<file path="src/rtl/taylor_pkg.sv">
// Shared types and constants for the Taylor-series engine: mode/state enums,
// inverse-factorial coefficient generator and multiplier cycle count.
package taylor_pkg;

  typedef enum logic [1:0] {
    MODE_COS  = 2'd0,
    MODE_SIN  = 2'd1,
    MODE_EXP  = 2'd2,
    MODE_RSVD = 2'd3
  } mode_t;

  typedef enum logic [2:0] {
    ST_IDLE = 3'd0,
    ST_SQ   = 3'd1,
    ST_COEF = 3'd2,
    ST_POW  = 3'd3,
    ST_DONE = 3'd4
  } state_t;

  // One start cycle plus one Booth iteration per multiplier bit.
  function automatic int unsigned mul_cyc(input int unsigned width);
    return width + 1;
  endfunction

  localparam int unsigned MUL_CYC = mul_cyc(17);

  // round(2**frac / n!), evaluated at elaboration to fill the coefficient ROM.
  function automatic longint unsigned inv_fact(input int unsigned n, input int unsigned frac);
    longint unsigned f;
    f = 64'd1;
    for (int unsigned i = 2; i <= n; i++) begin
      f = f * 64'(i);
    end
    return ((64'd1 << frac) + (f >> 1)) / f;
  endfunction

endpackage

</file>
<file path="src/rtl/booth_mul_seq.sv">
// Sequential radix-2 Booth multiplier for unsigned operands: one load cycle,
// then WIDTH iterations; done pulses for one cycle with product valid.
module booth_mul_seq #(
  parameter int unsigned WIDTH = 17
) (
  input  logic               clk,
  input  logic               rst_n,
  input  logic               start,
  input  logic [WIDTH-1:0]   a,
  input  logic [WIDTH-1:0]   b,
  output logic               done,
  output logic [2*WIDTH-1:0] product
);

  localparam int unsigned PW = 2 * WIDTH;
  localparam int unsigned CW = $clog2(WIDTH + 1);

  logic          busy;
  logic [CW-1:0] cnt;
  logic [PW-1:0] mcand;
  logic [PW-1:0] acc;
  logic [PW-1:0] acc_step;
  logic [WIDTH-1:0] mplier;
  logic          prev;
  logic          last;

  assign last = (cnt == CW'(WIDTH - 1));

  // Modular arithmetic is exact: the final sum is the non-negative product.
  // The last step also applies the implicit top recoding digit of the
  // zero-extended multiplier.
  always_comb begin
    acc_step = acc;
    case ({mplier[0], prev})
      2'b01:   acc_step = acc + mcand;
      2'b10:   acc_step = acc - mcand;
      default: acc_step = acc;
    endcase
    if (last && mplier[0]) begin
      acc_step = acc_step + (mcand << 1);
    end
  end

  always_ff @(posedge clk or negedge rst_n) begin
    if (!rst_n) begin
      busy   <= 1'b0;
      done   <= 1'b0;
      cnt    <= '0;
      mcand  <= '0;
      mplier <= '0;
      prev   <= 1'b0;
      acc    <= '0;
    end else if (start) begin
      busy   <= 1'b1;
      done   <= 1'b0;
      cnt    <= '0;
      mcand  <= PW'(a);
      mplier <= b;
      prev   <= 1'b0;
      acc    <= '0;
    end else if (busy) begin
      acc    <= acc_step;
      mcand  <= mcand << 1;
      mplier <= mplier >> 1;
      prev   <= mplier[0];
      cnt    <= cnt + CW'(1);
      busy   <= !last;
      done   <= last;
    end else begin
      done   <= 1'b0;
    end
  end

  assign product = acc;

endmodule

</file>
<file path="src/rtl/taylor_series_engine.sv">
// Fixed-point Taylor-series evaluator (cos/sin/exp) on one shared sequential
// multiplier. Optional macro TAYLOR_EARLY_EXIT_EN stops at the first zero term.
import taylor_pkg::*;

module taylor_series_engine #(
  parameter int unsigned WIDTH   = 17,
  parameter int unsigned FRAC    = 16,
  parameter int unsigned N_TERMS = 9
) (
  input  logic               clk,
  input  logic               rst_n,
  input  logic               in_valid,
  output logic               in_ready,
  input  logic [WIDTH-1:0]   in_x,
  input  logic [1:0]         in_mode,
  output logic               out_valid,
  input  logic               out_ready,
  output logic [WIDTH+1:0]   out_data,
  output logic               out_err
);

  localparam int unsigned PW    = 2 * WIDTH;
  localparam int unsigned AW    = WIDTH + 2;
  localparam int unsigned ROM_N = 2 * N_TERMS;
  localparam int unsigned NW    = $clog2(ROM_N);
  localparam int unsigned KW    = $clog2(N_TERMS);
  localparam logic [WIDTH-1:0] ONE = WIDTH'(64'd1 << FRAC);

  state_t state_q, state_d;
  mode_t  mode_q, mode_d;
  logic [WIDTH-1:0] x_q, x_d, x2_q, x2_d, power_q, power_d;
  logic [NW-1:0]    n_q, n_d, n_inc;
  logic [KW-1:0]    k_q, k_d;
  logic signed [AW-1:0] acc_q, acc_d, acc_sum, term_s;
  logic             err_q, err_d;
  logic             in_ready_d, out_valid_d, out_err_d;
  logic [AW-1:0]    out_data_d;

  logic             mul_start_c, mul_done;
  logic [WIDTH-1:0] mul_a_c, mul_b_c;
  logic [PW-1:0]    mul_product, prod_shift;
  logic [WIDTH-1:0] term;
  logic             unused_hi;
  logic             neg, last, stop, bad;

  logic [WIDTH-1:0] coef_rom [ROM_N];
  for (genvar g = 0; g < ROM_N; g++) begin : g_rom
    assign coef_rom[g] = WIDTH'(inv_fact(g, FRAC));
  end

  booth_mul_seq #(.WIDTH(WIDTH)) u_mul (
    .clk     (clk),
    .rst_n   (rst_n),
    .start   (mul_start_c),
    .a       (mul_a_c),
    .b       (mul_b_c),
    .done    (mul_done),
    .product (mul_product)
  );

  // Floor truncation back to Q.FRAC; powers stay below 1.0 so the high bits are zero.
  assign prod_shift = mul_product >> FRAC;
  assign term       = prod_shift[WIDTH-1:0];
  assign unused_hi  = ^prod_shift[PW-1:WIDTH];

  assign term_s  = $signed({2'b00, term});
  assign neg     = (mode_q != MODE_EXP) && k_q[0];
  assign acc_sum = neg ? (acc_q - term_s) : (acc_q + term_s);
  assign n_inc   = n_q + ((mode_q == MODE_EXP) ? NW'(1) : NW'(2));
  assign last    = (k_q == KW'(N_TERMS - 1));
  assign bad     = (in_x >= ONE) || (mode_t'(in_mode) == MODE_RSVD);

`ifdef TAYLOR_EARLY_EXIT_EN
  assign stop = last || (term == '0);
`else
  assign stop = last;
`endif

  always_comb begin
    state_d     = state_q;
    mode_d      = mode_q;
    x_d         = x_q;
    x2_d        = x2_q;
    power_d     = power_q;
    n_d         = n_q;
    k_d         = k_q;
    acc_d       = acc_q;
    err_d       = err_q;
    out_valid_d = out_valid;
    out_data_d  = out_data;
    out_err_d   = out_err;
    mul_start_c = 1'b0;
    mul_a_c     = power_q;
    mul_b_c     = coef_rom[n_q];

    case (state_q)
      ST_IDLE: begin
        if (in_valid && in_ready) begin
          x_d    = in_x;
          mode_d = mode_t'(in_mode);
          err_d  = bad;
          acc_d  = '0;
          k_d    = '0;
          if (bad) begin
            state_d = ST_SQ;
          end else if (mode_t'(in_mode) == MODE_EXP) begin
            power_d     = ONE;
            n_d         = '0;
            state_d     = ST_COEF;
            mul_start_c = 1'b1;
            mul_a_c     = ONE;
            mul_b_c     = coef_rom[0];
          end else begin
            power_d     = (mode_t'(in_mode) == MODE_SIN) ? in_x : ONE;
            n_d         = (mode_t'(in_mode) == MODE_SIN) ? NW'(1) : NW'(0);
            state_d     = ST_SQ;
            mul_start_c = 1'b1;
            mul_a_c     = in_x;
            mul_b_c     = in_x;
          end
        end
      end
      // Rejected requests pass through here for one cycle without multiplying.
      ST_SQ: begin
        if (err_q) begin
          state_d = ST_DONE;
        end else if (mul_done) begin
          x2_d        = term;
          state_d     = ST_COEF;
          mul_start_c = 1'b1;
          mul_a_c     = power_q;
          mul_b_c     = coef_rom[n_q];
        end
      end
      ST_COEF: begin
        if (mul_done) begin
          acc_d = acc_sum;
          if (stop) begin
            state_d = ST_DONE;
          end else begin
            state_d     = ST_POW;
            mul_start_c = 1'b1;
            mul_a_c     = power_q;
            mul_b_c     = (mode_q == MODE_EXP) ? x_q : x2_q;
          end
        end
      end
      ST_POW: begin
        if (mul_done) begin
          power_d     = term;
          n_d         = n_inc;
          k_d         = k_q + KW'(1);
          state_d     = ST_COEF;
          mul_start_c = 1'b1;
          mul_a_c     = term;
          mul_b_c     = coef_rom[n_inc];
        end
      end
      ST_DONE: begin
        out_data_d = err_q ? '0 : AW'(acc_q);
        out_err_d  = err_q;
        if (out_valid && out_ready) begin
          state_d     = ST_IDLE;
          out_valid_d = 1'b0;
        end else begin
          out_valid_d = 1'b1;
        end
      end
      default: state_d = ST_IDLE;
    endcase

    in_ready_d = (state_d == ST_IDLE);
  end

  always_ff @(posedge clk or negedge rst_n) begin
    if (!rst_n) begin
      state_q   <= ST_IDLE;
      mode_q    <= MODE_COS;
      x_q       <= '0;
      x2_q      <= '0;
      power_q   <= '0;
      n_q       <= '0;
      k_q       <= '0;
      acc_q     <= '0;
      err_q     <= 1'b0;
      in_ready  <= 1'b1;
      out_valid <= 1'b0;
      out_data  <= '0;
      out_err   <= 1'b0;
    end else begin
      state_q   <= state_d;
      mode_q    <= mode_d;
      x_q       <= x_d;
      x2_q      <= x2_d;
      power_q   <= power_d;
      n_q       <= n_d;
      k_q       <= k_d;
      acc_q     <= acc_d;
      err_q     <= err_d;
      in_ready  <= in_ready_d;
      out_valid <= out_valid_d;
      out_data  <= out_data_d;
      out_err   <= out_err_d;
    end
  end

endmodule

</file>
<file path="config.mk">
export PLATFORM = sky130hd
export DESIGN_NAME = taylor_series_engine
export DESIGN_NICKNAME = d
export VERILOG_FILES = /design/src/rtl/taylor_pkg.sv /design/src/rtl/booth_mul_seq.sv /design/src/rtl/taylor_series_engine.sv
export SDC_FILE = /design/constraint.sdc
export NUM_CORES = 1
export LEC_CHECK = 0
export CAP_MARGIN = 20
export CELL_PAD_IN_SITES_DETAIL_PLACEMENT = 1
export CELL_PAD_IN_SITES_GLOBAL_PLACEMENT = 1
export CORE_ASPECT_RATIO = 1.75
export CORE_MARGIN = 2
export CORE_UTILIZATION = 44
export CTS_BUF_LIST = sky130_fd_sc_hd__clkbuf_4 sky130_fd_sc_hd__clkbuf_8
export DETAILED_ROUTE_END_ITERATION = 6
export GPL_TIMING_DRIVEN = 0
export PLACE_DENSITY = 0.85
export SLEW_MARGIN = 25
export SYNTH_ARGS = -nofsm -noshare
export SYNTH_HDL_FRONTEND = slang
export SYNTH_HIERARCHICAL = 1
export SYNTH_SLANG_ARGS = --single-unit
export TNS_END_PERCENT = 20
</file>
<file path="constraint.sdc">
create_clock -name clk -period 5.55 [get_ports clk]
set_clock_uncertainty 0.15 [all_clocks]
set_input_delay 1.11 -clock clk [delete_from_list [all_inputs] [get_ports clk]]
set_output_delay 1.11 -clock clk [all_outputs]
set_load 0.02 [all_outputs]
</file>
==> metrics.cfg, run 1 <==
[floorplan]
die_w_um=145
die_area_sq_um=36300
io_pins=45
start_util=0.445
coreArea_sq_um=34300
die_h_um=251
fp-row-count=90

[critical_path]
critPathBufInv=6
timing.reg2reg.setup_slack_ps=-520
max_stage_delay_ps=470
r2r_end=u_mul/product[31]
worst-r2r-cell-count=29
cpMostUsedCell=buf_4
required_ps=5780
critical-path-top-delay-family=compound AO/OA/AOI/OAI gates
arrival_ps=6300
crit_fanout=6
critical_path_class=flop to flop
start_kind=flop
cp-end-kind=flop
r2r_start=u_mul/mcand[1]
crit_slowest_cell=a2111oi_4

[synthesis]
synth_warnings=6
syn_avg_cell_area_sq_um=8.02
mappedNetlistArea_sq_um=15300
syn-num-nets=2026
syn-instance-count=1905

[cells_and_area]
finalInstanceArea_sq_um=18100
layout.cells.non_filler=2507
syn_to_final_growth_pct=18.2
drive_gt1_frac=0.147
nNetsFinal=2154

[global_routing]
track_usage=0.330
grt_pass1_wl_mm=91.3
grt_overflow=0
grt_pass1_vias=16928
grt_max_degree=86
antenna_found_initial=1

[placed_design]
finalWeightedCongestion=0.999
dpl-instance-area_sq_um=16400
dp_slack_ps=-1900
hpwlAfterDp_mm=46.1
dp_cells=2411
port_buffers=44

[clock_network]
clockBufferDepth=2
cts_sinks=198
numCtsBuffers=17
htree_levels=4
postCtsHoldBufs=0
clkTransAtPathRegs_ps=110
tritoncts=built
root_buffer=clkbuf_8
clkLatencyLatePin_ps=540

[route]
num_vias=15483
drtPass1Iterations=7
vias_per_cell=6.18
drcViolationCount=0
routed_wl_mm=61.1
wl_per_cell_um=24.4
drt_iter0_drc=869
final_antenna_net_count=0

[timing]
holdWs_ps=314
tightest_slew_ps=945
slew_headroom=0.370
slew_violations=0
setup_viol=15
setup_ws_ps=-521
fin_crit_ps=6070
min_period_over_period=1.09
rsz0062_at_grt=true
hold_violations=0
max_freq_mhz=165

[outcome]
violations=setup timing
status=finished with violations

[job]
cap_violations=0

[min_path]
min_path_type=input pin to async pin

## sequential cells by signal (all words and copies together), names as in the netlist, 2 cells and up
name / flops
u_mul/mplier: 17
u_mul/mcand: 33
power_q: 17
x_q: 17
k_q: 4
acc_q: 19
out_data: 19
x2_q: 17
state_q: 3
u_mul/cnt: 5
n_q: 5
u_mul/product: 33
mode_q: 2
## how the worst max path moves through the flow
| stage | end | cells after the start | startpoint | slack [ps] |
|---|---|---|---|---|
| after floorplan | u_mul/product[32] | 29 | u_mul/mcand[1] | -20 |
| after global routing | u_mul/product[32] | 30 | u_mul/mcand[0] | -630 |
| after CTS | u_mul/product[32] | 30 | u_mul/mcand[1] | -450 |
| final | u_mul/product[31] | 29 | u_mul/mcand[1] | -520 |
| after global placement | acc_q[11] | 1 | rst_n | -5110 |
| after detailed placement | u_mul/product[32] | 31 | u_mul/mcand[1] | -1900 |
## metrics by stage
stage / util / setup TNS [ps]
floorplan: - / -24.5
global placement: 0.475 / -1015410
detailed placement: 0.477 / -16330
CTS: 0.509 / -3020
global route: 0.526 / -6670
finish: 0.526 / -4090
## per-layer routing
layer	vias to the layer above	global-route usage	routed length, um
met3	279	0.0415	1870
li1	6993	-	-
met2	491	0.602	31900
met5	-	0	0
met4	0	0.277	6030
met1	7720	0.320	21300
## layout by cell type (no fill, tap or decap), drive strengths merged, types with 12 or more instances in the layout
cell type,n
nand2,313
o21ai,215
dfrtp,197
nor2,157
a21oi,140
clkbuf,94
ha,94
buf,92
mux2i,78
xnor2,75
inv,59
nand3,49
xor2,46
nor3,44
clkdlybuf4s50,43
a21o,39
a31oi,27
a211oi,25
mux2,21
o31ai,20
nor2b,19
nand2b,18
o21a,13
and3,13
a311oi,12
## repair_timing
item	4_1_cts	5_1_grt
pin swaps	50	77
resized for setup	122	95
setup endpoints to repair	19	18
buffers inserted	39	31
## area by class of cell
| cell class | instances | area [sq um] |
|---|---|---|
| repair buffers | 116 | 1030 |
| clock inverters | 15 | 146 |
| fillers | 4195 | 16300 |
| inverters | 53 | 201 |
| well taps | 460 | 576 |
| multi-input cells | 1551 | 10500 |
| plain buffers | 96 | 409 |
| clock buffers | 17 | 234 |
| flip-flops and latches | 198 | 4960 |
| diodes | 1 | 2.50 |
Power of run 1 is left out: the tool's default activity adds up to more than one toggle a clock period on the data nets, which glitch-free logic cannot reach.
==> inputs of run 2 (changes only) <==
--- a/config.mk
+++ b/config.mk
@@ -12,6 +12,7 @@
 export CORE_MARGIN = 2
 export CORE_UTILIZATION = 44
 export CTS_BUF_LIST = sky130_fd_sc_hd__clkbuf_4 sky130_fd_sc_hd__clkbuf_8
+export CTS_CLUSTER_DIAMETER = 200
 export DETAILED_ROUTE_END_ITERATION = 6
 export GPL_TIMING_DRIVEN = 0
 export PLACE_DENSITY = 0.85
==> results of run 2 <==
Same layout as run 1: the final DEF is identical, and so are final timing and power.
Power of run 2 is left out for the same reason.
==> inputs of run 3 (changes only) <==
--- a/config.mk
+++ b/config.mk
@@ -9,16 +9,15 @@
 export CELL_PAD_IN_SITES_DETAIL_PLACEMENT = 1
 export CELL_PAD_IN_SITES_GLOBAL_PLACEMENT = 1
 export CORE_ASPECT_RATIO = 1.75
-export CORE_MARGIN = 2
-export CORE_UTILIZATION = 44
+export CORE_MARGIN = 1.5
+export CORE_UTILIZATION = 45
 export CTS_BUF_LIST = sky130_fd_sc_hd__clkbuf_4 sky130_fd_sc_hd__clkbuf_8
 export CTS_CLUSTER_DIAMETER = 200
 export DETAILED_ROUTE_END_ITERATION = 6
 export GPL_TIMING_DRIVEN = 0
-export PLACE_DENSITY = 0.85
+export PLACE_DENSITY = 0.86
 export SLEW_MARGIN = 25
 export SYNTH_ARGS = -nofsm -noshare
 export SYNTH_HDL_FRONTEND = slang
-export SYNTH_HIERARCHICAL = 1
 export SYNTH_SLANG_ARGS = --single-unit
 export TNS_END_PERCENT = 20
==> run 3 against run 2 <==
Sequential share of layout area is 0.23 points higher. Die area is 5.6% lower. Synthesized area is 2.5% lower. Wire length is 4.5% higher. Non-clock buffer count is 18 higher. Cell area is 0.78% lower. Setup slack worse by 270 ps. Worst hold slack worse by 30 ps. Synthesized cell count is 5.8% lower. Maximum frequency is 4.3% lower. The flow still finishes with violations (setup timing).
==> metrics.cfg, run 3 <==
[floorplan]
start_util=0.454  ; +0.00921
die_w_um=141  ; -3.0%
coreArea_sq_um=32800  ; -4.5%
die_h_um=244  ; -2.7%
io_pins=45  ; unchanged
die_area_sq_um=34300  ; -5.6%
fp-row-count=88  ; -2.2%

[critical_path]
cp-end-kind=flop
critPathBufInv=4  ; -2
crit_slowest_cell=or4b_4
critical-path-top-delay-family=simple AND/OR/NAND/NOR gates
critical_path_class=flop to flop
max_stage_delay_ps=570  ; +100 ps
cpMostUsedCell=a21oi_2
arrival_ps=6680  ; +380 ps
start_kind=flop
crit_fanout=5  ; -1
required_ps=5890  ; +110 ps

[timing]
tightest_slew_ps=1030  ; +89.5 ps
hold_violations=0  ; unchanged
max_freq_mhz=158  ; -4.3%
slew_violations=0  ; unchanged
rsz0062_at_grt=true
setup_viol=14  ; -1
setup_ws_ps=-792  ; -271 ps
fin_crit_ps=6340  ; +271 ps
min_period_over_period=1.14  ; +0.0488
tns_ps=-5710  ; -1620 ps
slew_headroom=0.310  ; -0.0597

[synthesis]
synth.top_cell.area_share=0.331
syn-instance-count=1795  ; -5.8%
syn_avg_cell_area_sq_um=8.30  ; +3.5%
synth_common_cells=nand2_1, dfrtp_1, a21oi_1, nor2_1, o21ai_0
ys.flop_type=dfrtp_1
mappedNetlistArea_sq_um=14900  ; -2.5%
synth.most_common_cell=nand2_1
synth_warnings=0  ; -6
ys_async_sr_fraction=1.00
yosys.area.top_type=dfrtp_1
synth.distinct_cells=100
synth-edff-count=0
yosys-top-cells-area=dfrtp_1, ha_1, nand2_1
ys_seq_area_frac=0.333
syn-num-nets=1914  ; -5.5%
ys_seq_elements=198

[clock_network]
tritoncts=built
clockBufferDepth=2  ; unchanged
htree_levels=4  ; unchanged
clkLatencyLatePin_ps=550  ; about the same
clkTransAtPathRegs_ps=120  ; about the same
numCtsBuffers=17  ; unchanged
root_buffer=clkbuf_8
cts_sinks=198  ; unchanged

[min_path]
min_path_type=input pin to async pin

[cells_and_area]
nNetsFinal=2067  ; -4.0%
syn_to_final_growth_pct=20.3
drive_gt1_frac=0.169  ; +0.0222
num-fill-cells=3936  ; -6.2%
layout_common_cells=nand2_1, dfrtp_1, a21oi_1, nor2_1, o21ai_0
finalInstanceArea_sq_um=17900  ; -0.78%
layout_commonest_cell=nand2_1
layout.cells.non_filler=2367  ; -5.6%

[global_routing]
grt_pass1_wl_mm=94.9  ; +3.9%
grt_use_met1=0.378  ; +0.0585
grt_pass1_vias=16572  ; -2.1%
top_usage_layer=met2
use_met3=0.0609  ; +0.0194
grt_max_degree=84  ; -2.3%
antenna_found_initial=3  ; +2
gr-usage-met2=0.641  ; +0.0390
grt_overflow=0  ; unchanged
track_usage=0.367  ; +0.0366

[route]
wl_per_cell_um=27.0  ; +11%
drtPass1Iterations=5  ; -2
routed_wl_mm=63.9  ; +4.5%
vias_per_cell=6.51  ; +5.4%
drt_iter0_drc=1042  ; +20%
num_vias=15402  ; -0.52%
final_antenna_net_count=0  ; unchanged
drcViolationCount=0  ; unchanged

[outcome]
status=finished with violations
violations=setup timing

[placed_design]
finalWeightedCongestion=0.970  ; -2.9%
dp_cells=2247  ; -6.8%
port_buffers=44  ; unchanged
dp_slack_ps=-2050  ; -156 ps
hpwlAfterDp_mm=44.8  ; -2.8%
dpl-instance-area_sq_um=16000  ; -2.6%

[job]
cap_violations=0  ; unchanged

-- run 3: path summary, 6_finish.rpt --
kind	cells after the start	slack (ps)	start	end
min in group clk	2	320	mode_q[0]	mode_q[0]
max	28	-790	u_mul.mcand[1]	u_mul.product[32]
min	1	280	rst_n	u_mul.product[6]
max reg2reg	28	-790	u_mul.mcand[1]	u_mul.product[32]
max in group asynchronous	3	3730	rst_n	out_data[9]
min reg2reg	2	320	mode_q[0]	mode_q[0]
-- run 3: layout make-up --
| cell class | count | area [sq um] | share of cell area |
|---|---|---|---|
| antenna | 1 | 2.50 | 0.000140 |
| buffer | 93 | 455 | 0.0254 |
| clock buffer | 19 | 249 | 0.0139 |
| clock inverter | 13 | 141 | 0.00789 |
| inverter | 50 | 190 | 0.0106 |
| multi-input combinational | 1451 | 10200 | 0.569 |
| sequential | 198 | 4970 | 0.277 |
| tap | 405 | 507 | 0.0283 |
| timing repair buffer | 137 | 1220 | 0.0680 |
-- run 3: per-layer routing --
layer,wire length (um),up-vias
met5,42,-
met4,6960,4
met3,3440,347
met2,31300,637
met1,22100,7672
li1,-,6742
-- run 3: cell families after synthesis --
| kind of cell | share of synthesized area |
|---|---|
| xor gates and xnor gates | 0.0693 |
| DFF | 0.333 |
| AOI/OAI and AO/OA | 0.242 |
| muxes | 0.0435 |
| and+or+nand+nor | 0.190 |
| adders and majority gates | 0.0826 |
| buffers and inverters | 0.0404 |
-- run 3: through the flow --
step | util | hold WS (ps)
detailed placement | 0.486 | 306
CTS | 0.529 | 306
global route | 0.546 | 300
global placement | 0.484 | 306
finish | 0.546 | 284
floorplan | - | 287
-- run 3: what timing repair did --
item,in CTS,in global routing
buffers inserted,65,25
gates resized for setup,113,78
endpoints found under the hold margin,0,0
pin swaps,71,78
hold buffers,0,0
endpoints found under the setup margin,22,19
-- run 3: worst reg2reg max path: cells and delay by family, from the launching register on --
| kind | cells | cell delay, ps |
|---|---|---|
| AO/OA/AOI/OAI | 10 | 1920 |
| AND/OR/NAND/NOR | 9 | 2030 |
| flip-flops | 1 | 470 |
| XOR/XNOR | 2 | 470 |
| adder cells (fa/ha/maj) | 3 | 780 |
| buffers and inverters | 4 | 450 |
Power of run 3 is left out for the same reason.
